`src/rtl/pipeline_ctrl_if.sv`:
```
// ---------------------------------------------------------------------------
// pipeline_ctrl_if
//   Groups the signals between the pipeline controller, the pipeline stages
//   and the single-ported cache. The controller drives the cache request
//   strobes and the pipeline register controls.
//
//   master modport (controller side):
//     in  ihit      instruction fetch done this cycle
//     in  dhit      data access done this cycle
//     in  dREN_m    MEM-stage load request
//     in  dWEN_m    MEM-stage store request
//     in  redirect  MEM-stage taken branch / jump, level, held by pipeline
//     in  halt_wb   WB-stage halt
//     out enable    pipeline register enable
//     out flush     pipeline register flush (only ever with enable=1)
//     out iREN      instruction read request to cache
//     out dREN      data read request to cache
//     out dWEN      data write request to cache
//   slave modport: the same signals seen from the pipeline/cache side.
// ---------------------------------------------------------------------------
interface pipeline_ctrl_if;
  logic ihit;
  logic dhit;
  logic dREN_m;
  logic dWEN_m;
  logic redirect;
  logic halt_wb;
  logic enable;
  logic flush;
  logic iREN;
  logic dREN;
  logic dWEN;

  modport master (
    input  ihit, dhit, dREN_m, dWEN_m, redirect, halt_wb,
    output enable, flush, iREN, dREN, dWEN
  );

  modport slave (
    output ihit, dhit, dREN_m, dWEN_m, redirect, halt_wb,
    input  enable, flush, iREN, dREN, dWEN
  );
endinterface

```
`src/rtl/pipeline_ctrl.sv`:
```
// ---------------------------------------------------------------------------
// pipeline_ctrl
//   Drives enable/flush of the pipeline registers and arbitrates the
//   single-ported cache between instruction fetch and MEM-stage data access.
//   Also keeps a sticky halt, a stall watchdog and saturating perf counters.
//
//   Parameters:
//     CNT_W    width of stall_cnt / flush_cnt (saturating)
//     TIMEOUT  consecutive DMEM+RESUME cycles before timeout; 0 = off
//
//   Ports:
//     CLK        clock, all state updates on posedge
//     RST        synchronous reset, active-high; forces all outputs to 0
//     bus        pipeline_ctrl_if.master (requests in, controls out)
//     halt       sticky processor halted
//     timeout    sticky watchdog error
//     stall_cnt  cycles with enable=0 outside HALT, saturating
//     flush_cnt  cycles with flush=1, saturating
// ---------------------------------------------------------------------------
module pipeline_ctrl #(
  parameter int unsigned CNT_W   = 16,
  parameter int unsigned TIMEOUT = 0
) (
  input  logic               CLK,
  input  logic               RST,
  pipeline_ctrl_if.master    bus,
  output logic               halt,
  output logic               timeout,
  output logic [CNT_W-1:0]   stall_cnt,
  output logic [CNT_W-1:0]   flush_cnt
);

  typedef enum logic [1:0] {
    IFETCH = 2'd0,
    DMEM   = 2'd1,
    RESUME = 2'd2,
    HALT   = 2'd3
  } state_t;

  // The wait counter only needs to reach TIMEOUT; with the watchdog off it
  // shrinks to a single unused bit.
  localparam int unsigned WAIT_MAX = (TIMEOUT == 0) ? 1 : TIMEOUT;
  localparam int unsigned WAIT_W   = $clog2(WAIT_MAX + 1);
  localparam logic [WAIT_W-1:0] WAIT_LIM = WAIT_W'(WAIT_MAX);

  state_t            state_q, state_d;
  logic              enable_c, flush_c, iren_c, dren_c, dwen_c;
  logic              halt_q, timeout_q;
  logic [WAIT_W-1:0] wait_q;
  logic [CNT_W-1:0]  stall_q, flush_q;

  logic              in_wait;
  logic              stall_inc;
  logic              timeout_set;

  // -------------------------------------------------------------------------
  // Next state and combinational outputs
  // -------------------------------------------------------------------------
  always_comb begin
    // NOTE: every output of this block gets a default first so that no path
    // leaves a signal unassigned, which would otherwise infer a latch.
    state_d  = state_q;
    enable_c = 1'b0;
    flush_c  = 1'b0;
    iren_c   = 1'b0;
    dren_c   = 1'b0;
    dwen_c   = 1'b0;

    if (RST) begin
      state_d = IFETCH;
    end else if (state_q != HALT && bus.halt_wb) begin
      // A retiring halt beats every other rule: drop all requests now.
      state_d = HALT;
    end else begin
      unique case (state_q)
        IFETCH: begin
          iren_c = 1'b1;
          if (bus.dREN_m || bus.dWEN_m) begin
            // Data access owns the cache next; this cycle's ihit is dropped
            // and the fetch is repeated in RESUME.
            state_d = DMEM;
          end else begin
            enable_c = bus.ihit;
            flush_c  = bus.ihit & bus.redirect;
          end
        end
        DMEM: begin
          dren_c = bus.dREN_m;
          dwen_c = bus.dWEN_m;
          if (bus.dhit) state_d = RESUME;
        end
        RESUME: begin
          iren_c = 1'b1;
          if (bus.ihit) begin
            // A redirect raised while stalled only takes effect here, when
            // the pipeline actually advances.
            enable_c = 1'b1;
            flush_c  = bus.redirect;
            state_d  = IFETCH;
          end
        end
        HALT: begin
          state_d = HALT;
        end
        default: begin
          state_d = IFETCH;
        end
      endcase
    end
  end

  assign in_wait     = (state_q == DMEM) || (state_q == RESUME);
  assign stall_inc   = ~RST && ~enable_c && (state_q != HALT) && ~bus.halt_wb;
  // Set on the cycle the count steps onto TIMEOUT (or is already there).
  assign timeout_set = (TIMEOUT != 0) && in_wait && (wait_q >= WAIT_LIM - 1'b1);

  // -------------------------------------------------------------------------
  // State register, sticky bits, wait counter and perf counters
  // -------------------------------------------------------------------------
  // NOTE: sequential state uses non-blocking assignments so every register
  // samples the pre-edge values regardless of statement order.
  always_ff @(posedge CLK) begin
    if (RST) begin
      state_q   <= IFETCH;
      halt_q    <= 1'b0;
      timeout_q <= 1'b0;
      wait_q    <= '0;
      stall_q   <= '0;
      flush_q   <= '0;
    end else begin
      state_q <= state_d;

      if (state_q != HALT && bus.halt_wb) halt_q <= 1'b1;

      if (timeout_set) timeout_q <= 1'b1;

      if (state_d == IFETCH) begin
        wait_q <= '0;
      end else if (in_wait && wait_q != WAIT_LIM) begin
        wait_q <= wait_q + 1'b1;
      end

      if (stall_inc && stall_q != '1) stall_q <= stall_q + 1'b1;
      if (flush_c   && flush_q != '1) flush_q <= flush_q + 1'b1;
    end
  end

  // -------------------------------------------------------------------------
  // Outputs; registered values are masked so everything reads 0 during RST.
  // -------------------------------------------------------------------------
  assign bus.enable = enable_c;
  assign bus.flush  = flush_c;
  assign bus.iREN   = iren_c;
  assign bus.dREN   = dren_c;
  assign bus.dWEN   = dwen_c;

  assign halt      = halt_q & ~RST;
  assign timeout   = timeout_q & ~RST;
  assign stall_cnt = RST ? '0 : stall_q;
  assign flush_cnt = RST ? '0 : flush_q;

endmodule

```
`src/flat_wrapper.sv`:
```
// flat-port wrapper written by rule: the top's interface ports become plain ports
module pipeline_ctrl_flat 
#(
  parameter int unsigned CNT_W   = 16,
  parameter int unsigned TIMEOUT = 0
)
  (CLK, RST, halt, timeout, stall_cnt, flush_cnt, bus_ihit, bus_dhit, bus_dREN_m, bus_dWEN_m, bus_redirect, bus_halt_wb, bus_enable, bus_flush, bus_iREN, bus_dREN, bus_dWEN);
  pipeline_ctrl_if bus_i ();
  input  logic CLK;
  input  logic RST;
  output logic halt;
  output logic timeout;
  output logic [CNT_W-1:0] stall_cnt;
  output logic [CNT_W-1:0] flush_cnt;
  input wire logic [$bits(bus_i.ihit)-1:0] bus_ihit;
  input wire logic [$bits(bus_i.dhit)-1:0] bus_dhit;
  input wire logic [$bits(bus_i.dREN_m)-1:0] bus_dREN_m;
  input wire logic [$bits(bus_i.dWEN_m)-1:0] bus_dWEN_m;
  input wire logic [$bits(bus_i.redirect)-1:0] bus_redirect;
  input wire logic [$bits(bus_i.halt_wb)-1:0] bus_halt_wb;
  output wire logic [$bits(bus_i.enable)-1:0] bus_enable;
  output wire logic [$bits(bus_i.flush)-1:0] bus_flush;
  output wire logic [$bits(bus_i.iREN)-1:0] bus_iREN;
  output wire logic [$bits(bus_i.dREN)-1:0] bus_dREN;
  output wire logic [$bits(bus_i.dWEN)-1:0] bus_dWEN;
  assign bus_i.ihit = bus_ihit;
  assign bus_i.dhit = bus_dhit;
  assign bus_i.dREN_m = bus_dREN_m;
  assign bus_i.dWEN_m = bus_dWEN_m;
  assign bus_i.redirect = bus_redirect;
  assign bus_i.halt_wb = bus_halt_wb;
  assign bus_enable = bus_i.enable;
  assign bus_flush = bus_i.flush;
  assign bus_iREN = bus_i.iREN;
  assign bus_dREN = bus_i.dREN;
  assign bus_dWEN = bus_i.dWEN;
  pipeline_ctrl #(.CNT_W(CNT_W), .TIMEOUT(TIMEOUT)) u_core (.CLK(CLK), .RST(RST), .bus(bus_i), .halt(halt), .timeout(timeout), .stall_cnt(stall_cnt), .flush_cnt(flush_cnt));
endmodule
```
`config.mk`:
```
export PLATFORM = sky130hd
export DESIGN_NAME = pipeline_ctrl_flat
export DESIGN_NICKNAME = d
export VERILOG_FILES = /design/src/rtl/pipeline_ctrl_if.sv /design/src/rtl/pipeline_ctrl.sv /design/src/flat_wrapper.sv
export SDC_FILE = /design/constraint.sdc
export NUM_CORES = 1
export LEC_CHECK = 0
export ABC_AREA = 1
export ABC_CLOCK_PERIOD_IN_PS = 2000
export BUFFER_PORTS_ARGS = -buffer_cell sky130_fd_sc_hd__buf_2
export CAP_MARGIN = 0
export CORE_ASPECT_RATIO = 0.5
export CORE_UTILIZATION = 37
export DETAILED_ROUTE_END_ITERATION = 6
export HOLD_SLACK_MARGIN = 0.05
export PLACE_DENSITY = 0.55
export SLEW_MARGIN = 20
export SYNTH_ARGS = -nofsm -noshare
export SYNTH_HDL_FRONTEND = slang
export SYNTH_SLANG_ARGS = --single-unit
```
`constraint.sdc`:
```
create_clock -name CLK -period 2 [get_ports CLK]
set_clock_uncertainty 0.1 [all_clocks]
set_input_delay 0.2 -clock CLK [delete_from_list [all_inputs] [get_ports CLK]]
set_output_delay 0.2 -clock CLK [all_outputs]
set_load 0.02 [all_outputs]
```
==> reports/results.ini <==
[grt]
grt_remaining_overflow = 0
gr-usage-all-layers_pct = 18.43
grt_first_pass_wirelength_mm = 10.48
grt_pass1_vias = 2393
grt_max_degree = 54
antenna_found_initial = 0

[floorplanning]
dieArea_um2 = 6998
coreArea_um2 = 6231
initial_core_util_pct = 39.48
num_rows = 20
die_h_um = 59.66
die_w_um = 117.3
io_pins = 47

[timing]
fin_crit_sh_pct = 94.86
slew_violations = 0
fin_ws_ps = 102.8
finalHoldViolations = 0
fin_crit_ps = 1897
max_freq_ghz = 0.5271
timing.slew.headroom_pct = 61.56
fin_setup_tns_ps = 0
setup_viol = 0
worstMarginPinSlew_ps = 576.6

[setup_path]
critPathRequiredTime_ps = 1700
crit_fanout = 4
critPathArrivalTime_ps = 1600
setup.worst_path.start_class = flip-flop
setup.worst_path.end_class = primary output
rrSetupSlack_ps = 160
worst-setup-path-type = flip-flop to primary output

[power_and_ir_drop]
cellLeakagePower_nw = 1.280
ir_worst_vdd_uv = 213.9
pwr_density_cell_nw_per_um2 = 573.2

[routing]
route.met2.wl_mm = 2.789
drtIter0Drc = 114
drcViolationCount = 0
dr_wl_met3_um = 208
drtAntennaViolNets = 0
vias_per_cell = 4.727
wl_met1_mm = 2.952
wl_mm = 5.986
vias = 2548
wl_per_cell_um = 11.11
first_pass_iters = 5
maxUsedRoutingLayer = met4

[clock_network]
hold_buffers = 0
cts_buffers = 5
cts_root_buffer = clkbuf_16
clock_sinks = 35
htree_levels = 2
cts_buffer_depth = 2
clk_pin_slew_ps = 60
tritoncts = yes
clk_latency_ps = 270

[place]
gp_congestion = 0.8047
dp_slack_ps = 196.3
io_buffers = 45
dp.final_hpwl_mm = 4.496

[run_status]
status = complete, no violations

[logic_synthesis]
ys_seq_elements = 35
synth_cells = 403
ys_seq_area_share_pct = 28.48
netlist_area_um2 = 2460
yosys_warnings = 0
postSynthAreaPerCell_um2 = 6.104
syn_nets = 418
ys_types = 29

[worst_hold_path]
hold_path_class = input port to flip-flop

[final_layout]
area_growth_pct = 18.77
final_common_cell = nand2_1
final_nets = 465
layout-drive-gt1-share_pct = 20.40
antennaDiodeCount = 0
layout_common_cells = 97 x nand2_1, 87 x nor2_1, 51 x inv_1

[job]
drv_cap = 0

-- cells in the mapped netlist --
library cell | number | area [µm²]
nand2_4 | 3 | 33.78
inv_2 | 1 | 3.750
inv_4 | 1 | 6.260
nor2_1 | 88 | 330.3
o211ai_1 | 1 | 7.510
a21oi_1 | 19 | 95.09
dfxtp_1 | 35 | 700.7
xor2_1 | 4 | 35.03
nor2_2 | 3 | 18.77
o21ai_1 | 3 | 15.01
nand2_1 | 97 | 364.1
or2_2 | 2 | 12.51
clkinv_2 | 1 | 5.000
nand3_2 | 2 | 20.02
nand3_1 | 33 | 165.2
ha_1 | 7 | 87.58
buf_12 | 1 | 20.02
nand4_1 | 6 | 37.54
nor2_4 | 3 | 33.78
inv_1 | 51 | 191.4
nand2_2 | 7 | 43.79
o21ai_0 | 10 | 50.05
nor2_8 | 1 | 20.02
a21oi_2 | 10 | 87.58
buf_6 | 1 | 11.26
clkbuf_1 | 6 | 22.52
nor3_1 | 3 | 15.01
buf_4 | 3 | 22.52
conb_1 | 1 | 3.750
-- state kept, by name (all words and copies together), names as in the netlist --
signal          cells
u_core.flush_q     16
u_core.halt_q       1
u_core.stall_q     16
u_core.state_q      2
-- power by group --
| group | total [mW] | internal (mW) | switching [mW] | leakage (nW) |
|---|---|---|---|---|
| registers | 0.722 | 0.711 | 0.0110 | 0.283 |
| clock network | 0.746 | 0.460 | 0.286 | 0.0679 |
| logic | 0.207 | 0.0679 | 0.139 | 0.929 |
-- cells by family (layout without fill, tap and decap cells) --
family                     after synthesis  in the layout  share of synthesized area (%)
DFF                                     35             35                          28.48
AOI/OAI and AO/OA                       43             43                          10.38
adders and majority gates                7              7                          3.560
and+or+nand+nor                        248            248                          44.51
buffers and inverters                   65            113                          11.49
other                                    1              1                         0.1524
xor gates and xnor gates                 4              4                          1.424
-- final timing paths --
check,from,to,depth (start not counted)
max,u_core.state_q[1]$_SDFFE_PP0P_,bus_flush,7
min,bus_halt_wb,u_core.halt_q$_SDFFE_PP0P_,3
max reg2reg,u_core.state_q[0]$_SDFFE_PP0P_,u_core.flush_q[9]$_SDFFE_PP0P_,10
min reg2reg,u_core.halt_q$_SDFFE_PP0P_,u_core.halt_q$_SDFFE_PP0P_,2
-- worst max-delay path: stages (launching register included) --
cell and delay [ps]:
dfxtp_1 320, inv_1 130, ha_1 220, nor2_1 80
inv_1 60, nand4_1 120, nor2_4 200, buf_2 190
-- stage by stage --
step	hold WS, ps	utilization, %	total power, mW	cell area, µm²	cells
finish	212.7	46.89	1.675	2922	539
global route	231.4	46.89	1.764	2922	539
CTS	199.1	46.65	1.700	2907	538
detailed placement	364.6	44.44	0.9414	2769	530
global placement	360.6	44.44	0.9352	2769	530
floorplan	284.7	-	0.8881	2460	403
-- layout make-up --
| type | count | area [µm²] |
|---|---|---|
| clock buffer | 7 | 132.6 |
| clock inverter | 1 | 5.005 |
| fill | 660 | 3309 |
| inverter | 54 | 206.4 |
| multi-input combinational | 303 | 1484 |
| sequential | 35 | 700.7 |
| tap | 88 | 110.1 |
| timing repair buffer | 51 | 282.8 |
-- what timing repair did --
action,CTS,global route
resized for setup,0,2
endpoints found under the setup margin,0,7
buffers inserted,0,1
-- per-layer routing --
metal | track usage, % | vias to the layer above
met5 | 0 | -
met4 | 4.267 | 0
met1 | 22.89 | 1158
met2 | 33.14 | 45
li1 | - | 1341
met3 | 4.294 | 4
Note: power is estimated with default switching activity, not from simulation.
